[config.mk]
export PLATFORM = sky130hd
export DESIGN_NAME = filter_frame_ctrl_flat
export DESIGN_NICKNAME = d
export VERILOG_FILES = /design/src/rtl/filter_frame_ctrl_if.sv /design/src/rtl/filter_frame_ctrl.sv /design/src/flat_wrapper.sv
export SDC_FILE = /design/constraint.sdc
export NUM_CORES = 1
export LEC_CHECK = 0
export BUFFER_PORTS_ARGS = -buffer_cell sky130_fd_sc_hd__buf_2
export CAP_MARGIN = 20
export CORE_AREA = 2 2 87 89
export CTS_BUF_LIST = sky130_fd_sc_hd__clkbuf_4
export CTS_CLUSTER_SIZE = 10
export DETAILED_ROUTE_END_ITERATION = 10
export DIE_AREA = 0 0 89 91
export PLACE_DENSITY_LB_ADDON = 0.2
export SYNTH_ARGS = -nofsm -noshare
export SYNTH_HDL_FRONTEND = slang
export SYNTH_SLANG_ARGS = --single-unit
[constraint.sdc]
create_clock -name clk_in -period 3.45 [get_ports clk_in]
set_input_delay 0.69 -clock clk_in [delete_from_list [all_inputs] [get_ports clk_in]]
set_output_delay 0.69 -clock clk_in [all_outputs]
set_load 0.1 [all_outputs]
[src/rtl/filter_frame_ctrl_if.sv]
// Bundle of control, source-pixel, filter-output and status signals between
// the frame sequencer and the rest of the filter pipeline.
interface filter_frame_ctrl_if #(
  parameter int KSEL_W = 3
);
  logic              start_in;
  logic              abort_in;
  logic [KSEL_W-1:0] kernel_sel_in;
  logic              data_valid_in;
  logic [10:0]       hcount_in;
  logic [9:0]        vcount_in;
  logic              filt_valid_in;
  logic [10:0]       filt_hcount_in;
  logic [9:0]        filt_vcount_in;
  logic              filter_valid_out;
  logic [KSEL_W-1:0] kernel_sel_out;
  logic              busy_out;
  logic              done_out;
  logic              timeout_out;
  logic [16:0]       in_count_out;
  logic [16:0]       out_count_out;

  modport slave (
    input  start_in, abort_in, kernel_sel_in, data_valid_in, hcount_in, vcount_in,
           filt_valid_in, filt_hcount_in, filt_vcount_in,
    output filter_valid_out, kernel_sel_out, busy_out, done_out, timeout_out,
           in_count_out, out_count_out
  );

  modport master (
    output start_in, abort_in, kernel_sel_in, data_valid_in, hcount_in, vcount_in,
           filt_valid_in, filt_hcount_in, filt_vcount_in,
    input  filter_valid_out, kernel_sel_out, busy_out, done_out, timeout_out,
           in_count_out, out_count_out
  );
endinterface

[src/rtl/filter_frame_ctrl.sv]
// Frame sequencer: gates exactly one camera frame into the convolution filter,
// holds the kernel select for that frame and reports done/timeout plus pixel counts.
module filter_frame_ctrl #(
  parameter int H_ACTIVE      = 320,
  parameter int V_ACTIVE      = 180,
  parameter int KSEL_W        = 3,
  parameter int DRAIN_TIMEOUT = 4096
) (
  input  logic                clk_in,
  input  logic                rst_n_in,
  filter_frame_ctrl_if.slave  bus
);
  localparam int CNT_W = 17;
  localparam int TMR_W = $clog2(DRAIN_TIMEOUT);
  localparam logic [CNT_W-1:0] CNT_MAX = '1;

  typedef enum logic [2:0] {S_IDLE, S_ARM, S_RUN, S_DRAIN, S_DONE} state_t;

  state_t            state_reg, state_next;
  logic [KSEL_W-1:0] ksel_reg;
  logic [CNT_W-1:0]  in_cnt_reg;
  logic [CNT_W-1:0]  out_cnt_reg;
  logic [TMR_W-1:0]  timer_reg;
  logic              timeout_reg;

  logic in_range, first_pix, gate, src_last, filt_last, tmr_hit, start_ok, armed;

  assign in_range  = (bus.hcount_in < 11'(H_ACTIVE)) && (bus.vcount_in < 10'(V_ACTIVE));
  assign first_pix = bus.data_valid_in && (bus.hcount_in == 11'd0) && (bus.vcount_in == 10'd0);
  // Gate depends only on state and live inputs, so an async reset closes it immediately.
  assign gate      = bus.data_valid_in && in_range &&
                     ((state_reg == S_RUN) || ((state_reg == S_ARM) && first_pix));
  assign src_last  = gate && (bus.hcount_in == 11'(H_ACTIVE - 1)) &&
                     (bus.vcount_in == 10'(V_ACTIVE - 1));
  assign filt_last = bus.filt_valid_in && (bus.filt_hcount_in == 11'(H_ACTIVE - 1)) &&
                     (bus.filt_vcount_in == 10'(V_ACTIVE - 1));
  assign tmr_hit   = (timer_reg == TMR_W'(DRAIN_TIMEOUT - 1));
  assign start_ok  = (state_reg == S_IDLE) && bus.start_in && !bus.abort_in;
  assign armed     = (state_reg == S_ARM) || (state_reg == S_RUN) || (state_reg == S_DRAIN);

  always_comb begin
    state_next = state_reg;
    if (bus.abort_in) begin
      state_next = S_IDLE;
    end else begin
      case (state_reg)
        S_IDLE:  if (bus.start_in) state_next = S_ARM;
        S_ARM:   if (gate) state_next = src_last ? S_DRAIN : S_RUN;
        S_RUN:   if (src_last) state_next = S_DRAIN;
        S_DRAIN: if (filt_last || tmr_hit) state_next = S_DONE;
        S_DONE:  state_next = S_IDLE;
        default: state_next = S_IDLE;
      endcase
    end
  end

  always_ff @(posedge clk_in or negedge rst_n_in) begin
    if (!rst_n_in) begin
      state_reg   <= S_IDLE;
      ksel_reg    <= '0;
      in_cnt_reg  <= '0;
      out_cnt_reg <= '0;
      timer_reg   <= '0;
      timeout_reg <= 1'b0;
    end else begin
      state_reg <= state_next;
      timer_reg <= (state_reg == S_DRAIN) ? timer_reg + 1'b1 : '0;
      if (start_ok) begin
        ksel_reg    <= bus.kernel_sel_in;
        in_cnt_reg  <= '0;
        out_cnt_reg <= '0;
        timeout_reg <= 1'b0;
      end else begin
        if (gate && (in_cnt_reg != CNT_MAX))
          in_cnt_reg <= in_cnt_reg + 1'b1;
        if (bus.filt_valid_in && armed && (out_cnt_reg != CNT_MAX))
          out_cnt_reg <= out_cnt_reg + 1'b1;
        // A real last output in the same cycle as expiry counts as normal completion.
        if ((state_reg == S_DRAIN) && tmr_hit && !filt_last && !bus.abort_in)
          timeout_reg <= 1'b1;
      end
    end
  end

  assign bus.filter_valid_out = gate;
  assign bus.kernel_sel_out   = ksel_reg;
  assign bus.busy_out         = armed;
  assign bus.done_out         = (state_reg == S_DONE);
  assign bus.timeout_out      = timeout_reg;
  assign bus.in_count_out     = in_cnt_reg;
  assign bus.out_count_out    = out_cnt_reg;
endmodule
[src/flat_wrapper.sv]
// flat-port wrapper written by rule: the top's interface ports become plain ports
module filter_frame_ctrl_flat 
#(
  parameter int H_ACTIVE      = 320,
  parameter int V_ACTIVE      = 180,
  parameter int KSEL_W        = 3,
  parameter int DRAIN_TIMEOUT = 4096
)
  (clk_in, rst_n_in, bus_start_in, bus_abort_in, bus_kernel_sel_in, bus_data_valid_in, bus_hcount_in, bus_vcount_in, bus_filt_valid_in, bus_filt_hcount_in, bus_filt_vcount_in, bus_filter_valid_out, bus_kernel_sel_out, bus_busy_out, bus_done_out, bus_timeout_out, bus_in_count_out, bus_out_count_out);
  filter_frame_ctrl_if #(.KSEL_W(KSEL_W)) bus_i ();
  input  logic clk_in;
  input  logic rst_n_in;
  input wire logic [$bits(bus_i.start_in)-1:0] bus_start_in;
  input wire logic [$bits(bus_i.abort_in)-1:0] bus_abort_in;
  input wire logic [$bits(bus_i.kernel_sel_in)-1:0] bus_kernel_sel_in;
  input wire logic [$bits(bus_i.data_valid_in)-1:0] bus_data_valid_in;
  input wire logic [$bits(bus_i.hcount_in)-1:0] bus_hcount_in;
  input wire logic [$bits(bus_i.vcount_in)-1:0] bus_vcount_in;
  input wire logic [$bits(bus_i.filt_valid_in)-1:0] bus_filt_valid_in;
  input wire logic [$bits(bus_i.filt_hcount_in)-1:0] bus_filt_hcount_in;
  input wire logic [$bits(bus_i.filt_vcount_in)-1:0] bus_filt_vcount_in;
  output wire logic [$bits(bus_i.filter_valid_out)-1:0] bus_filter_valid_out;
  output wire logic [$bits(bus_i.kernel_sel_out)-1:0] bus_kernel_sel_out;
  output wire logic [$bits(bus_i.busy_out)-1:0] bus_busy_out;
  output wire logic [$bits(bus_i.done_out)-1:0] bus_done_out;
  output wire logic [$bits(bus_i.timeout_out)-1:0] bus_timeout_out;
  output wire logic [$bits(bus_i.in_count_out)-1:0] bus_in_count_out;
  output wire logic [$bits(bus_i.out_count_out)-1:0] bus_out_count_out;
  assign bus_i.start_in = bus_start_in;
  assign bus_i.abort_in = bus_abort_in;
  assign bus_i.kernel_sel_in = bus_kernel_sel_in;
  assign bus_i.data_valid_in = bus_data_valid_in;
  assign bus_i.hcount_in = bus_hcount_in;
  assign bus_i.vcount_in = bus_vcount_in;
  assign bus_i.filt_valid_in = bus_filt_valid_in;
  assign bus_i.filt_hcount_in = bus_filt_hcount_in;
  assign bus_i.filt_vcount_in = bus_filt_vcount_in;
  assign bus_filter_valid_out = bus_i.filter_valid_out;
  assign bus_kernel_sel_out = bus_i.kernel_sel_out;
  assign bus_busy_out = bus_i.busy_out;
  assign bus_done_out = bus_i.done_out;
  assign bus_timeout_out = bus_i.timeout_out;
  assign bus_in_count_out = bus_i.in_count_out;
  assign bus_out_count_out = bus_i.out_count_out;
  filter_frame_ctrl #(.H_ACTIVE(H_ACTIVE), .V_ACTIVE(V_ACTIVE), .KSEL_W(KSEL_W), .DRAIN_TIMEOUT(DRAIN_TIMEOUT)) u_core (.clk_in(clk_in), .rst_n_in(rst_n_in), .bus(bus_i));
endmodule
Word-level counts from Yosys, hierarchy flattened
Index checks and enable logic that the tools add are counted.
{"block": "totals", "reg_bits": 53, "in_bits": 51, "word_cells": 71}
{"block": "op_classes", "n_addsub": 3, "magnitude_cmp": 2, "eq_ne": 15, "mux": 14, "reduce_logical": 31}
{"op": "$mux 17", "n": 4}
{"op": "$add 17x1->17 const B", "n": 2}
{"op": "$ne 17x17->1 const B", "n": 2}
{"op": "$eq 11x9->1 const B", "n": 2}
{"op": "$eq 10x8->1 const B", "n": 2}
{"op": "$logic_and 1x1->1", "n": 18}
{"op": "$mux 3", "n": 5}
{"op": "$add 12x1->12 const B", "n": 1}
{"op": "$eq 12x12->1 const B", "n": 1}
{"op": "$mux 12", "n": 1}
{"op": "$pmux 3 s4", "n": 1}
{"op": "$logic_not 11->1", "n": 1}
{"op": "$lt 11x9->1 const B", "n": 1}
{"op": "$logic_not 10->1", "n": 1}
{"op": "$lt 10x8->1 const B", "n": 1}
{"op": "$eq 3x2->1 const B", "n": 2}
{"op": "$ne 3x2->1 const B", "n": 2}
{"op": "$ne 3x3->1 const B", "n": 2}
{"op": "$reduce_bool 2->1", "n": 3}
{"op": "$logic_or 1x1->1", "n": 4}
{"op": "$reduce_and 4->1", "n": 1}
{"op": "$eq 3x1->1 const B", "n": 1}
{"op": "$eq 3x3->1 const B", "n": 1}
{"op": "$logic_not 3->1", "n": 1}
{"op": "2 further kinds", "n": 5}

Depth between registers and ports, before layout
{"block": "logic_depth", "depth_word": 12, "depth_mapped": 10}

Worst setup path after synthesis
OpenSTA, ideal clock, no wires.
{"block": "synth_path", "kind": "flip-flop to flip-flop", "startpoint": "reg u_core.out_cnt_reg[6], in the netlist u_core.bus.out_count_out[6]", "endpoint": "reg u_core.out_cnt_reg[9], in the netlist u_core.bus.out_count_out[9]", "setup_ps": 74, "arrival_ps": 3167, "t_required_ps": 3376, "slack_ps": 209, "path_stages_with_launch": 11, "n_path_buf": 0, "cell_sequence": "dfrtp_1 -> and4_1 -> and3_1 -> and4_1 -> and3_1 -> ha_1 -> nor4b_4 -> and3b_1 -> nand4_1 -> xor2_1 -> nor2_1"}
{"block": "synth_between", "elab_chain_len": 3, "elab_cells_between_ends": 6, "classes_between": "add/sub (1); eq/ne (1); mux (2); reduce/logical (2)"}
{"element": "start, declared", "line_no": "filter_frame_ctrl.sv:22", "text": "logic [CNT_W-1:0] out_cnt_reg;"}
{"element": "start signal, assigned", "line_no": "filter_frame_ctrl.sv:77", "text": "out_cnt_reg <= out_cnt_reg + 1'b1;"}
{"element": "$add 17x1->17 / $ne 17x17->1 (equally long branches)", "line_no": "filter_frame_ctrl.sv:77, filter_frame_ctrl.sv:76"}
{"element": "$mux 17 / $logic_and 1x1->1 (equally long branches)", "line_no": "filter_frame_ctrl.sv:76", "text": "if (bus.filt_valid_in && armed && (out_cnt_reg != CNT_MAX))"}
{"element": "$mux 17 / $reduce_bool 2->1 (equally long branches)"}
Parallel ways exist; a longest one is shown, timed or not. The select of a mux whose other input is x is not followed.
A chain may end at the register's enable or synchronous reset.

Worst setup path after layout
{"block": "layout_path", "startpoint": "in bus_hcount_in[7]", "endpoint": "out bus_filter_valid_out"}
{"block": "layout_between", "elab_chain_len": 6, "elab_cells_between_ends": 9, "classes_between": "order compare (1); reduce/logical (8)"}
{"element": "start, declared", "line_no": "flat_wrapper.sv:17", "text": "input wire logic [$bits(bus_i.hcount_in)-1:0] bus_hcount_in;"}
{"element": "parallel branches: the longest is 5 deep, another holds $lt 11x9->1"}
{"element": "$logic_and 1x1->1 *", "line_no": "filter_frame_ctrl.sv:31", "text": "assign gate = bus.data_valid_in && in_range &&"}
{"element": "end, declared", "line_no": "flat_wrapper.sv:22", "text": "output wire logic [$bits(bus_i.filter_valid_out)-1:0] bus_filter_valid_out;"}
Mark *: on every way between the ends.

==> flow_summary.toml <==
[finish]
final_nets = 438
area_delta_synth_final_pct = 21.9
layout-drive-gt1-share = 0.303
antennaDiodeCount = 0
fillers = 720
fin_util = 0.480

[drt]
ant_nets = 0
firstDrtPassIters = 4
wl_um = 6340
vias_per_cell = 5.15
dr_total_vias = 2484
first_iter_violations = 96
post_drt_wl_per_cell_um = 13.2
drc = 0

[power]
power.density_nw_per_um2 = 468
switching_share = 0.435
finalPower_uw = 1600
ir_drop_mv = 0.211
p_comb_frac = 0.384
switchingPower_uw = 698
p_leak_uw = 0.00165
p_seq_frac = 0.446
pwr-share-clk = 0.170
power_report.internal_total_uw = 905

[timing]
hold_violations = 0
slew_violations = 0
fmax_ghz = 0.338
fin_crit_ns = 2.96
worst_slew_pin_slew_ns = 0.522
slew_headroom = 0.651
setup_viol = 0
worst_slack_ns = 0.493
setup_tns_ns = 0
period_share = 0.857
rsz0062_at_grt = "false"
skew_ns = 0.00836

[synthesis]
synth_warnings = 0
synth_flop_cell = "dfrtp_1"
synth_top_family_by_area = "simple AND/OR/NAND/NOR gates"
netlist_area_um2 = 2810
synth_fp_nets = 346
async_reset_ff_frac = 1.00
muxShareOfSynthArea = 0.0387
synth_cells = 290
syn_area_per_cell_um2 = 9.69
synth-adder-area-share = 0.0223
synth-xor-area-share = 0.0748
ys_seq_elements = 53
yosysSeqAreaShare = 0.472
synth-compound-area-share = 0.0837
synth_cell_types = 43
synth-simple-area-share = 0.285
synth-edff-count = 0

[global_routing]
grt_pass1_wl_um = 10100
grt_max_degree = 40
antenna_found_initial = 0
grt_use_total = 0.155
overflow = 0
first_global_vias = 2174

[cts]
cts_num_sinks = 53
numCtsBuffers = 5
clk_pin_slew_ns = 0.14
root_buffer = "clkbuf_4"
post_cts_buffers = 0
worstSkewPairLatency_ns = 0.36
clockBufferDepth = 2
cts_tree = "done"
hold_buffers = 0
htree_levels = 2
ctsResizeCount = 0

[critical_path]
reg2regPathDepth = 10
r2r-start = "u_core.bus.out_count_out[6]$_DFFE_PN0P_"
r2r_end = "u_core.bus.out_count_out[9]$_DFFE_PN0P_"
critPathKind = "in -> out"
setup.worst_path.start_class = "input port"
critical_path_required_ns = 2.76
r2r_slack_ns = 0.56
cp.arrival_ns = 2.27
cp-end-kind = "primary output"
crit_fanout = 4

[hold_path]
hp-class = "in -> async"

[place]
place_hpwl_um = 4650
gp_congestion = 0.744
port_buffers = 91
dpl_worst_slack_ns = 0.498

[floorplanning]
core_area_um2 = 7140
start_util = 0.394
die_area_um2 = 8100
num_io_pins = 92
rows = 31
die-width_um = 89
die_y_um = 91

[flow_run]
cap_viol_max_count = 0

[run_status]
outcome = "finished, final reports clean"
synthesized netlist by cell type (2+ instances only):
cell type  instances  area share
dfrtp_1           53        0.47
nor2_1            36       0.048
nand2_1           20       0.027
xor2_1            19       0.059
o21ai_0           18       0.032
nand3_1           17       0.030
a21oi_1           16       0.028
or3_1             15       0.033
nand4_1           10       0.022
mux2_2             7       0.028
nor4_1             7       0.016
and3_1             6       0.013
clkbuf_1           6      0.0080
nor3_1             6       0.011
and4_1             5       0.016
ha_1               5       0.022
inv_1              5      0.0067
xnor2_1            5       0.016
and2_1             3      0.0067
mux2i_1            3       0.011
nand4b_1           3      0.0093
nand2b_1           2      0.0044
nor2b_1            2      0.0044
nor4bb_1           2      0.0071
worst max path at each step:
stage | from | endpoint | slack [ns] | cells after the start
3_5_place_dp | bus_hcount_in[7] | bus_filter_valid_out | 0.50 | 6
2_1_floorplan | u_core.bus.out_count_out[6]$_DFFE_PN0P_ | u_core.bus.out_count_out[9]$_DFFE_PN0P_ | 0.21 | 10
4_1_cts | bus_hcount_in[7] | bus_filter_valid_out | 0.49 | 6
3_3_place_gp | bus_hcount_in[7] | bus_filter_valid_out | 0.50 | 6
6_report | bus_hcount_in[7] | bus_filter_valid_out | 0.49 | 6
5_1_grt | u_core.state_reg[2]$_DFFE_PN0P_ | bus_filter_valid_out | 0.36 | 6
logic make-up after synthesis:
logic type / after synthesis
buffers and inverters: 14
multiplexers: 10
AO/OA/AOI/OAI: 40
adder cells (fa/ha/maj): 5
AND/OR/NAND/NOR: 144
flip-flops: 53
XOR/XNOR: 24
through the flow:
stage / hold slack (ns) / cells / area (um^2)
floorplan: 0.394 / 290 / 2810
global placement: 0.471 / 474 / 3370
detailed placement: 0.489 / 474 / 3370
CTS: 0.189 / 482 / 3430
global route: 0.187 / 482 / 3430
finish: 0.201 / 482 / 3430
placed cells by master, fill, tap and decap left out, types with 2 or more instances in the layout:
master / netlist / final
nor3_1: 6 / 6
mux2_2: 7 / 7
clkbuf_4: 0 / 6
dfrtp_1: 53 / 53
a21oi_1: 16 / 16
and4_1: 5 / 5
buf_2: 1 / 91
nand4_1: 10 / 10
nor4bb_1: 2 / 2
o21ai_0: 18 / 18
and3_1: 6 / 6
ha_1: 5 / 5
xor2_1: 19 / 19
nand4b_1: 3 / 3
nand2b_1: 2 / 2
and2_1: 3 / 3
nor4_1: 7 / 7
nand2_1: 20 / 20
nand3_1: 17 / 17
mux2i_1: 3 / 3
or3_1: 15 / 15
inv_1: 5 / 5
nor2_1: 36 / 36
buf_4: 1 / 3
xnor2_1: 5 / 5
nor2b_1: 2 / 2
clkinv_2: 0 / 2
critical path, stage by stage:
cell and delay, ns:
buf_2 0.10, or4_4 0.55, o31ai_4 0.31, nand3_2 0.13, inv_1 0.06, buf_2 0.42
power groups by stage:
stage	Sequential, uW	Clock, uW	Combinational, uW
final	715	273	615
after global routing	725	308	650
after CTS	716	288	622
after detailed placement	728	0	620
after global placement	726	0	617
after floorplan	957	0	256
area by class of cell:
cell class | count | area, um^2 | area share
flip-flops and latches | 53 | 1330 | 0.387
multi-input cells | 223 | 1420 | 0.416
clock inverters | 2 | 10.0 | 0.00292
well taps | 99 | 124 | 0.0362
repair buffers | 94 | 478 | 0.140
clock buffers | 6 | 45.0 | 0.0131
inverters | 5 | 18.8 | 0.00548
per-layer routing:
layer	vias up	global-route usage	part of all wire
met5	-	0	0
met4	0	0.0448	0.0095
met3	5	0.0309	0.065
met2	80	0.236	0.46
met1	1175	0.223	0.46
li1	1224	-	-
Power figures use the tool's default switching activity.
